### config.mk
export PLATFORM = sky130hd
export DESIGN_NAME = fifo_fwft_out
export DESIGN_NICKNAME = d
export VERILOG_FILES = /design/src/rtl/fifo_fwft_out.sv
export SDC_FILE = /design/constraint.sdc
export NUM_CORES = 1
export LEC_CHECK = 0
export ABC_CLOCK_PERIOD_IN_PS = 2410
export CAP_MARGIN = 20
export CELL_PAD_IN_SITES_DETAIL_PLACEMENT = 0
export CELL_PAD_IN_SITES_GLOBAL_PLACEMENT = 1
export CORE_UTILIZATION = 43
export DETAILED_ROUTE_END_ITERATION = 8
export GPL_TIMING_DRIVEN = 0
export HOLD_SLACK_MARGIN = 0.15
export PLACE_DENSITY_LB_ADDON = 0.1
export SLEW_MARGIN = 20
export SYNTH_ARGS = -nofsm -noshare
export SYNTH_HDL_FRONTEND = slang
export SYNTH_SLANG_ARGS = --single-unit
### constraint.sdc
create_clock -name clk -period 2.41 [get_ports clk]
set_input_delay 0.3615 -clock clk [delete_from_list [all_inputs] [get_ports clk]]
set_output_delay 0.3615 -clock clk [all_outputs]
set_load 0.02 [all_outputs]
### src/rtl/fifo_fwft_out.sv
// First-word-fall-through output stage: turns rd_en/rd_data with fixed RAM latency into a valid/ready stream.
// Optional macro FWFT_CNT_EN adds the fifo_cnt_rd_synced input and the registered occupancy output.
module fifo_fwft_out #(
    parameter int unsigned DWIDTH = 32,
    parameter int unsigned RD_LAT = 1,
    parameter int unsigned DEPTH  = 4
) (
    input  logic                     clk,
    input  logic                     rst,
    input  logic                     rd_empty,
    output logic                     rd_en,
    input  logic [DWIDTH-1:0]        rd_data,
    output logic [DWIDTH-1:0]        m_data,
    output logic                     m_valid,
    input  logic                     m_ready
`ifdef FWFT_CNT_EN
    ,
    input  logic [$clog2(DEPTH):0]   fifo_cnt_rd_synced,
    output logic [$clog2(DEPTH)+1:0] occupancy
`endif
);

    localparam int unsigned BUF_DEPTH = RD_LAT + 2;
    localparam int unsigned CW        = $clog2(BUF_DEPTH + 1);
    localparam int unsigned PW        = $clog2(BUF_DEPTH);

    if (RD_LAT < 1 || RD_LAT > 3 || DEPTH < 1) begin : g_param_check
        $error("fifo_fwft_out: RD_LAT must be 1..3 and DEPTH at least 1");
    end

    logic [CW-1:0]     inflight_q, inflight_d;
    logic [CW-1:0]     buf_cnt_q, buf_cnt_d;
    logic [PW-1:0]     wr_ptr_q, wr_ptr_d;
    logic [PW-1:0]     rd_ptr_q, rd_ptr_d;
    logic [RD_LAT-1:0] vld_q, vld_d;
    logic [DWIDTH-1:0] mem_q [BUF_DEPTH];
    logic [DWIDTH-1:0] mem_d [BUF_DEPTH];
    logic [CW:0]       level;
    logic              cap;
    logic              pop;

    // Non-power-of-two buffer, so wrap is an explicit compare.
    function automatic logic [PW-1:0] ptr_inc(input logic [PW-1:0] p);
        return (p == PW'(BUF_DEPTH - 1)) ? '0 : p + PW'(1);
    endfunction

    // Request only while every outstanding word is guaranteed a buffer slot.
    assign level   = (CW+1)'(inflight_q) + (CW+1)'(buf_cnt_q);
    assign rd_en   = ~rst & ~rd_empty & (level < (CW+1)'(BUF_DEPTH));
    assign cap     = vld_q[RD_LAT-1];
    assign m_valid = (buf_cnt_q != '0);
    assign m_data  = mem_q[rd_ptr_q];
    assign pop     = m_valid & m_ready;

    always_comb begin
        vld_d      = RD_LAT'({vld_q, rd_en});
        inflight_d = inflight_q + CW'(rd_en) - CW'(cap);
        buf_cnt_d  = buf_cnt_q + CW'(cap) - CW'(pop);
        mem_d      = mem_q;
        wr_ptr_d   = wr_ptr_q;
        rd_ptr_d   = rd_ptr_q;
        if (cap) begin
            mem_d[wr_ptr_q] = rd_data;
            wr_ptr_d        = ptr_inc(wr_ptr_q);
        end
        if (pop) begin
            rd_ptr_d = ptr_inc(rd_ptr_q);
        end
    end

    always_ff @(posedge clk) begin
        if (rst) begin
            vld_q      <= '0;
            inflight_q <= '0;
            buf_cnt_q  <= '0;
            wr_ptr_q   <= '0;
            rd_ptr_q   <= '0;
            for (int i = 0; i < int'(BUF_DEPTH); i++) begin
                mem_q[i] <= '0;
            end
        end else begin
            vld_q      <= vld_d;
            inflight_q <= inflight_d;
            buf_cnt_q  <= buf_cnt_d;
            wr_ptr_q   <= wr_ptr_d;
            rd_ptr_q   <= rd_ptr_d;
            mem_q      <= mem_d;
        end
    end

`ifdef FWFT_CNT_EN
    localparam int unsigned OW = $clog2(DEPTH) + 2;

    logic [OW-1:0] occupancy_q, occupancy_d;

    // Words in the FIFO plus words already pulled into this stage; one cycle behind its operands.
    always_comb begin
        occupancy_d = OW'(fifo_cnt_rd_synced) + OW'(inflight_q) + OW'(buf_cnt_q);
    end

    always_ff @(posedge clk) begin
        if (rst) begin
            occupancy_q <= '0;
        end else begin
            occupancy_q <= occupancy_d;
        end
    end

    assign occupancy = occupancy_q;
`endif

endmodule

# [Word-level counts from Yosys, hierarchy flattened]
# Index checks and enable logic that the tools add are counted.
[word_totals] ff_bits=105 inputBits=36 out_inout_bits=34 elab_cells=38
[classes] n_addsub=7 magnitude_cmp=4 eq_ne=2 mux=8 bitwise_logic=7 n_reduce_logical=2
[ops] cell="bitwise mux 96 bit" count=1
[ops] cell="two-way mux 32 bit" count=3
[ops] cell="binary-select mux 32 bit (select 2 bit)" count=1
[ops] cell="demux 32 bit (select 2 bit)" count=1
[ops] cell=">= comparator 3 bit, second input constant" count=2
[ops] cell="inverter 2 -> 3 bit" count=2
[ops] cell="adder 2 x 1 -> 2 bit" count=2
[ops] cell="adder 2 x 1 -> 2 bit, second input constant" count=2
[ops] cell="equality test 2 bit, second input constant" count=2
[ops] cell="two-way mux 2 bit" count=2
[ops] cell="subtractor 2 x 1 -> 2 bit" count=2
[ops] cell="adder 2 x 2 -> 3 bit" count=1
[ops] cell="bitwise AND 1 bit" count=3
[ops] cell="< comparator 3 x 1 -> 1 bit, second input constant" count=1
[ops] cell="< comparator 3 x 2 -> 1 bit, second input constant" count=1
[ops] cell="inverter 1 bit" count=2
[ops] cell="nonzero test 2 bit" count=1
[ops] cell="logical AND 1 bit" count=1

# [Depth between registers and ports, before layout]
# Gate-level depths: netlist of the first run.
[depth] depth_word=6 depth_mapped=6 mapped_depth_nobuf=6

# [Least setup slack after synthesis of the first run]
# No wires, ideal clock.
[synth_timing] path_kind="reg-to-reg" startpoint="register buf_cnt_q[0]" endpoint="register inflight_q[1]" setup_time_ps=64 arrival_ps=2828 required_ps=2346 setup_slack_ps=-482 path_stages_with_launch=7 path_buffers=0 synth_period_minus_slack_ps=2892 cell_sequence="dfxtp_1 ha_1 fa_1 a2111oi_0 ha_1 xnor3_1 nor2_1"
[synth_between] elab_chain_len=5
[synth_lines] item="start, declared" line="32" source="logic [CW-1:0] buf_cnt_q, buf_cnt_d;"
[synth_lines] item="start signal, assigned" line="84" source="buf_cnt_q <= buf_cnt_d;"
[synth_lines] item="adder 2 x 2 -> 3 bit" line="48" source="assign level = (CW+1)'(inflight_q) + (CW+1)'(buf_cnt_q);"
[synth_lines] item="< comparator 3 x 2 -> 1 bit" line="49" source="assign rd_en = ~rst & ~rd_empty & (level < (CW+1)'(BUF_DEPTH));"
[synth_lines] item="bitwise AND 1 bit" line="49"
[synth_lines] item="named net rd_en" line="11" source="output logic rd_en,"
[synth_lines] item="adder 2 x 1 -> 2 bit" line="57" source="inflight_d = inflight_q + CW'(rd_en) - CW'(cap);"
[synth_lines] item="subtractor 2 x 1 -> 2 bit" line="57"
[synth_lines] item="end signal, assigned" line="83" source="inflight_q <= inflight_d;"
[synth_lines] item="end, declared" line="31" source="logic [CW-1:0] inflight_q, inflight_d;"
# The timed path passes the listed nets, and every way through them passes these cells.
# A chain may end at the register's enable or synchronous reset.

# [Final worst setup path of the first run]
[layout_timing] startpoint="register buf_cnt_q[0]" endpoint="output rd_en"
[layout_between] elab_chain_len=3
[layout_lines] item="adder 2 x 2 -> 3 bit" line="48"
[layout_lines] item="< comparator 3 x 2 -> 1 bit" line="49"
[layout_lines] item="bitwise AND 1 bit" line="49"
[layout_lines] item="end, declared" line="11"
# No other way between the ends.

==> results of run 1 <==
-- metrics by stage --
stage | util | cells
2_1_floorplan | - | 468
3_3_place_gp | 0.528 | 676
3_5_place_dp | 0.528 | 676
4_1_cts | 0.552 | 691
5_1_grt | 0.553 | 691
6_report | 0.553 | 691
-- how the worst max path moves through the flow --
| stage | from | endpoint | cells past startpoint | slack (ps) |
|---|---|---|---|---|
| 5_1_grt | buf_cnt_q[0] | rd_en | 4 | 30 |
| 4_1_cts | buf_cnt_q[0] | rd_en | 4 | 9 |
| 6_report | buf_cnt_q[0] | rd_en | 4 | 110 |
| 2_1_floorplan | buf_cnt_q[0] | inflight_q[1] | 6 | 160 |
| 3_3_place_gp | buf_cnt_q[0] | rd_en | 4 | -50 |
| 3_5_place_dp | buf_cnt_q[0] | rd_en | 4 | -120 |
-- critical path: cells and delay by family, from the launching register on --
family          cells  cell delay [ps]
fa+ha+maj           2              700
compound gates      1              360
flops               1              340
buf+inv             1              210
-- cells in the mapped netlist (2+ instances only) --
cell type,n
nand3b_1,2
inv_1,4
buf_2,15
clkbuf_1,17
buf_4,3
o2bb2ai_1,32
ha_1,5
xnor3_1,2
a2111oi_0,2
a21oi_1,2
nor2b_1,4
nor2_1,2
dfxtp_1,105
buf_6,4
mux2i_1,129
nand2b_1,131
and3b_1,2
-- power by group through the flow --
stage               combinational, W  clock [W]  sequential (W)
global placement             0.00128          0         0.00200
floorplan                   0.000875          0         0.00198
detailed placement           0.00131          0         0.00201
CTS                          0.00127    0.00151         0.00197
finish                       0.00125    0.00148         0.00197
global route                 0.00135    0.00159         0.00199
-- timing repair --
action                     4_1_cts  5_1_grt
pin swaps                        0        1
setup endpoints to repair       31       30
gates resized for setup         39        7
setup buffers                    0        0
-- layout make-up --
type,count,share of cell area
clock inverter,3,0.00654
buffer,39,0.0355
sequential,105,0.343
clock buffer,12,0.0419
tap,140,0.0286
inverter,4,0.00245
multi-input combinational,320,0.437
timing repair buffer,68,0.105
-- cell families after synthesis --
| kind of cell | after synthesis | share of synthesized area |
|---|---|---|
| simple gates | 145 | 0.183 |
| mux | 130 | 0.261 |
| flops | 105 | 0.422 |
| buf+inv | 43 | 0.0444 |
| compound gates | 37 | 0.0633 |
| fa+ha+maj | 6 | 0.0166 |
| xor+xnor | 2 | 0.00904 |
-- flip-flops by register name (all words and copies together), names as in the netlist --
register	count
inflight_q	2
cap	1
buf_cnt_q	2
rd_ptr_q	2
wr_ptr_q	2
mem_q	96
-- layer usage --
| metal | global-route usage | up-vias | share of wire |
|---|---|---|---|
| li1 | - | 1762 | - |
| met1 | 0.261 | 1696 | 0.47 |
| met2 | 0.362 | 53 | 0.49 |
| met3 | 0.0510 | 8 | 0.029 |
| met4 | 0.0371 | 0 | 0.0065 |
| met5 | 0 | - | 0 |
==> impl_metrics.csv, run 1 <==
group,metric,value,unit
layout,fin_area,6130,um^2
worst_setup_path,reg2regPathDepth,6,
power_and_ir_drop,p_leak,2.68,nW
sta,whs,472,ps
layout,drive_above_1_share,0.0780,
worst_setup_path,cp_max_fo,4,
worst_setup_path,cp.required,2050,ps
worst_hold_path,hold_class,"reg -> reg",
sta,setup_viol,0,
worst_setup_path,cpPeakStageDelay,500,ps
sta,rsz0062_at_grt,"no",
grt,grt_max_degree,16,
grt,grt_pass1_vias,3573,
worst_setup_path,critical_path_class,"reg -> out",
clock_tree,cts_buffers,9,
detailed_routing,firstDrtPassIters,4,
sta,timing.final.ws_setup,111,ps
synth,synth-edff-count,0,
power_and_ir_drop,p_switching,0.00136,W
grt,grt_pass1_wl,18500,um
placed_design,place.gp.congestion,0.703,
synth,yosysTopAreaCell,"dfxtp_1",
worst_setup_path,worstPathArrival,1940,ps
sta,slew_headroom,0.582,
sta,hold_violations,0,
synth,synth_cells,468,
sta,finalCriticalPeriod,2300,ps
clock_tree,clk_pin_slew,70,ps
synth,syn-cell-area,4980,um^2
placed_design,portBuffers,68,
synth,synth_area_leaders,"dfxtp_1 42%, mux2i_1 26%, nand2b_1 16%",
power_and_ir_drop,seqPwrFrac,0.418,
clock_tree,cts_sinks,105,
layout,finalNetCount,589,
worst_hold_path,worstHoldEndpoint,"mem_q[14]",
placed_design,hpwl,8040,um
synth,ys_async_sr_fraction,0,
clock_tree,clk-insertion-delay-late,350,ps
clock_tree,cts_max_level,3,
power_and_ir_drop,p_comb_frac,0.266,
clock_tree,ctsRootBufferMaster,"clkbuf_16",
synth,yosys_warnings,0,
job,drv_cap,0,
detailed_routing,routed_wl,11700,um
grt,antenna_found_initial,0,
worst_setup_path,timing.rr.end,"inflight_q[1]",
layout,diodes,0,
worst_setup_path,crit_chain,"ha_1, fa_1, a2111oi_4, buf_4",
synth,synthDistinctLibCells,24,
power_and_ir_drop,p_int,0.00334,W
worst_setup_path,r2r_setup_slack,460,ps
layout,final_common_cell,"nand2b_1",
status,status,"finished clean",
synth,synth_nets,510,
die,fp-row-count,38,
detailed_routing,drc,0,
detailed_routing,avgViaCountPerCell,5.09,
detailed_routing,num_vias,3519,
sta,fin_crit_sh,0.954,
detailed_routing,ant_nets,0,
die,die-height,110,um
worst_hold_path,min-delay-start,"mem_q[14]",
power_and_ir_drop,power,0.00470,W
sta,finalSetupTns,0,ps
sta,drv_slew,0,
layout,multi_input_comb_area,2680,um^2
sta,finClkSkew,8.69,ps
worst_setup_path,start_kind,"flip-flop",
sta,max_freq,435,MHz
worst_setup_path,crit_slowest_cell,"fa_1",
power_and_ir_drop,ir_drop,0.504,mV
detailed_routing,drt-wirelength-per-cell,16.9,um
sta,worst_pin_slew,628,ps
die,die_area,12000,um^2
worst_setup_path,r2r-start,"buf_cnt_q[0]",
die,ioPinCount,70,
layout,mostFrequentLayoutCells,"131 x nand2b_1, 129 x mux2i_1, 105 x dfxtp_1",
grt,grt_overflow,0,
grt,grt_use_total,0.207,
synth,synth_top_area_share,0.422,
power_and_ir_drop,p_sw_frac,0.290,
worst_hold_path,min_path_cells,2,
clock_tree,cts_tree,"done",
power_and_ir_drop,clkPwrFrac,0.316,
clock_tree,cts_hold_buf,0,
die,fp.dieW,110,um
worst_setup_path,end_kind,"output pin",
layout,area_growth,23.0,%
placed_design,place_ws,-118,ps
layout,regArea,2100,um^2
synth,syn_area_per_cell,10.6,um^2
layout,nFillCells,1030,
detailed_routing,drtIter0Drc,73,
die,core_area,11100,um^2
synth,synth_top_flop_cell,"dfxtp_1",
power_and_ir_drop,p_per_area,767,nW/um^2
synth,yosysSeqAreaShare,0.422,
placed_design,place_area,5840,um^2
synth,ys_seq_elements,105,
clock_tree,clock_path_buffers,2,
die,initial_utilization,0.450,
No activity file was read; power rests on OpenSTA's default activity.
==> run 2: changes to the inputs <==
ABC_AREA = 1   (was unset)
CORE_UTILIZATION = 39   (was 43)
==> impl_metrics.csv, run 2 <==
group,metric,value,unit
detailed_routing,drt-wirelength-per-cell,14.6,um
clock_tree,ctsRootBufferMaster,"clkbuf_16",
clock_tree,clk-insertion-delay-late,350,ps
die,fp.dieW,113,um
layout,largest_reg_flops,96,
clock_tree,clk_pin_slew,70,ps
synth,synth_area_leaders,"dfxtp_1 43%, nand2_1 16%, nor2_1 11%",
layout,final_common_cell,"nand2_1",
synth,synth_nets,741,
clock_tree,cts_max_level,3,
clock_tree,cts_hold_buf,0,
die,initial_utilization,0.401,
power_and_ir_drop,p_per_area,881,nW/um^2
layout,finalNetCount,822,
detailed_routing,num_vias,4687,
power_and_ir_drop,ir_drop,0.501,mV
synth,yosys_warnings,0,
worst_setup_path,crit_slowest_cell,"clkdlybuf4s50_1",
synth,ys_async_sr_fraction,0,
worst_setup_path,start_kind,"flip-flop",
grt,grt_use_total,0.232,
detailed_routing,ant_nets,0,
detailed_routing,routed_wl,13900,um
synth,synth_common_cells,"206 x nand2_1, 140 x nor2_1, 105 x dfxtp_1, 47 x inv_1, 37 x a21oi_1",
worst_setup_path,cp.required,2050,ps
worst_setup_path,cpPeakStageDelay,660,ps
placed_design,hpwl,9480,um
power_and_ir_drop,p_leak,2.62,nW
grt,antenna_found_initial,0,
synth,synth_top_flop_cell,"dfxtp_1",
layout,area_growth,24.7,%
placed_design,portBuffers,69,
synth,ys_seq_elements,105,
synth,synth.most_common_cell,"nand2_1",
worst_setup_path,crit_chain,"inv_1, nor2_2, nand2_1, o211ai_1, clkdlybuf4s50_1",
grt,grt_pass1_wl,23000,um
status,status,"finished clean",
worst_setup_path,cp_max_fo,5,
layout,mostFrequentLayoutCells,"206 x nand2_1, 138 x nor2_1, 105 x dfxtp_1",
placed_design,place.gp.congestion,0.791,
worst_hold_path,hold_class,"reg -> reg",
layout,drive_above_1_share,0.0752,
sta,fin_crit_sh,0.949,
die,fp-row-count,40,
worst_setup_path,end_kind,"output pin",
sta,worst_pin_slew,603,ps
detailed_routing,drtIter0Drc,264,
layout,final_util,0.500,
sta,slew_headroom,0.598,
sta,hold_violations,0,
synth,synth-edff-count,0,
die,die-height,113,um
synth,yosysTopAreaCell,"dfxtp_1",
die,core_area,12100,um^2
grt,grt_pass1_vias,4590,
clock_tree,clock_path_buffers,2,
detailed_routing,avgViaCountPerCell,4.92,
job,drv_cap,0,
sta,finalCriticalPeriod,2290,ps
synth,synth_top_area_share,0.435,
synth,syn_area_per_cell,6.92,um^2
clock_tree,cts_tree,"done",
synth,syn-cell-area,4840,um^2
detailed_routing,drc,0,
worst_setup_path,worstPathArrival,1930,ps
worst_setup_path,critical_path_class,"reg -> out",
sta,finClkSkew,5.65,ps
synth,synthDistinctLibCells,18,
synth,yosysSeqAreaShare,0.435,
power_and_ir_drop,power,0.00531,W
grt,grt_overflow,0,
die,die_area,12900,um^2
clock_tree,cts_sinks,105,
die,ioPinCount,70,
worst_setup_path,r2r_setup_slack,360,ps
grt,grt_max_degree,16,
sta,max_freq,437,MHz
detailed_routing,firstDrtPassIters,4,
layout,top_register,"mem_q",
layout,diodes,0,
sta,drv_slew,0,
clock_tree,cts_buffers,9,
sta,setup_viol,0,
synth,synth_cells,699,
==> run 2: cell count changes after synthesis, moves of 32 or more <==
cell | before | now
nand2_1 | 0 | 206
nor2_1 | 2 | 140
nand2b_1 | 131 | 0
mux2i_1 | 129 | 0
inv_1 | 4 | 47
a21oi_1 | 2 | 37
nand4_1 | 0 | 32
o211ai_1 | 0 | 32
o2bb2ai_1 | 32 | 0
==> run 2: final cells by class <==
type                            count  area [um^2]
Fill cell                        1225         6030
Multi-Input combinational cell    494         2310
Sequential cell                   105         2100
Timing Repair Buffer               70          656
Clock buffer                       14          284
Buffer                             50          269
Tap cell                          168          210
Inverter                           50          188
Clock inverter                      2         10.0
==> run 2: routing by layer <==
| metal | up-vias | share of wire | track usage |
|---|---|---|---|
| met4 | 0 | 0.010 | 0.0649 |
| li1 | 2387 | - | - |
| met1 | 2185 | 0.45 | 0.289 |
| met3 | 10 | 0.045 | 0.0457 |
| met5 | - | 0 | 0 |
| met2 | 105 | 0.50 | 0.409 |
==> run 2: metrics by stage <==
stage                     hold WS (ps)  std cells  area (um^2)  setup TNS (ps)  setup WS (ps)
after CTS                          463        952         6030               0           6.46
final                              462        953         6030               0            122
after detailed placement           452        936         5740            -256          -60.0
after global routing               476        953         6030           -13.1          -13.1
after global placement             449        936         5740           -1590           -116
after floorplan                    438        699         4840               0           87.7
==> run 2: worst max-delay path: cells and delay by family (launching register included) <==
family          cells  cell delay [ps]
buf+inv             2              750
compound gates      1              140
simple gates        2              330
flops               1              370
==> run 2: power by group <==
group	leakage [nW]	total [W]	internal, W	switching, W
Combinational	1.62	0.00181	0.000655	0.00116
Sequential	0.854	0.00205	0.00194	0.000114
Clock	0.149	0.00145	0.000812	0.000638
Total	2.62	0.00531	0.00340	0.00191
==> run 2: final timing paths <==
kind | start | to | cells past startpoint
setup / recovery | rd_ptr_q[1] | m_data[31] | 5
hold / removal | mem_q[16] | mem_q[16] | 2
setup reg to reg | buf_cnt_q[0] | inflight_q[1] | 11
hold reg to reg | mem_q[16] | mem_q[16] | 2
==> run 2: what timing repair did <==
item                       4_1_cts  5_1_grt
buffers inserted                 0        1
cloned                           0        0
setup endpoints to repair       31        1
gates resized for setup         50        1
hold endpoints to repair         0        0
==> run 2: cell families after synthesis <==
logic type,share of synthesized area
compound gates,0.0879
fa+ha+maj,0.0171
buf+inv,0.0892
flops,0.435
simple gates,0.371
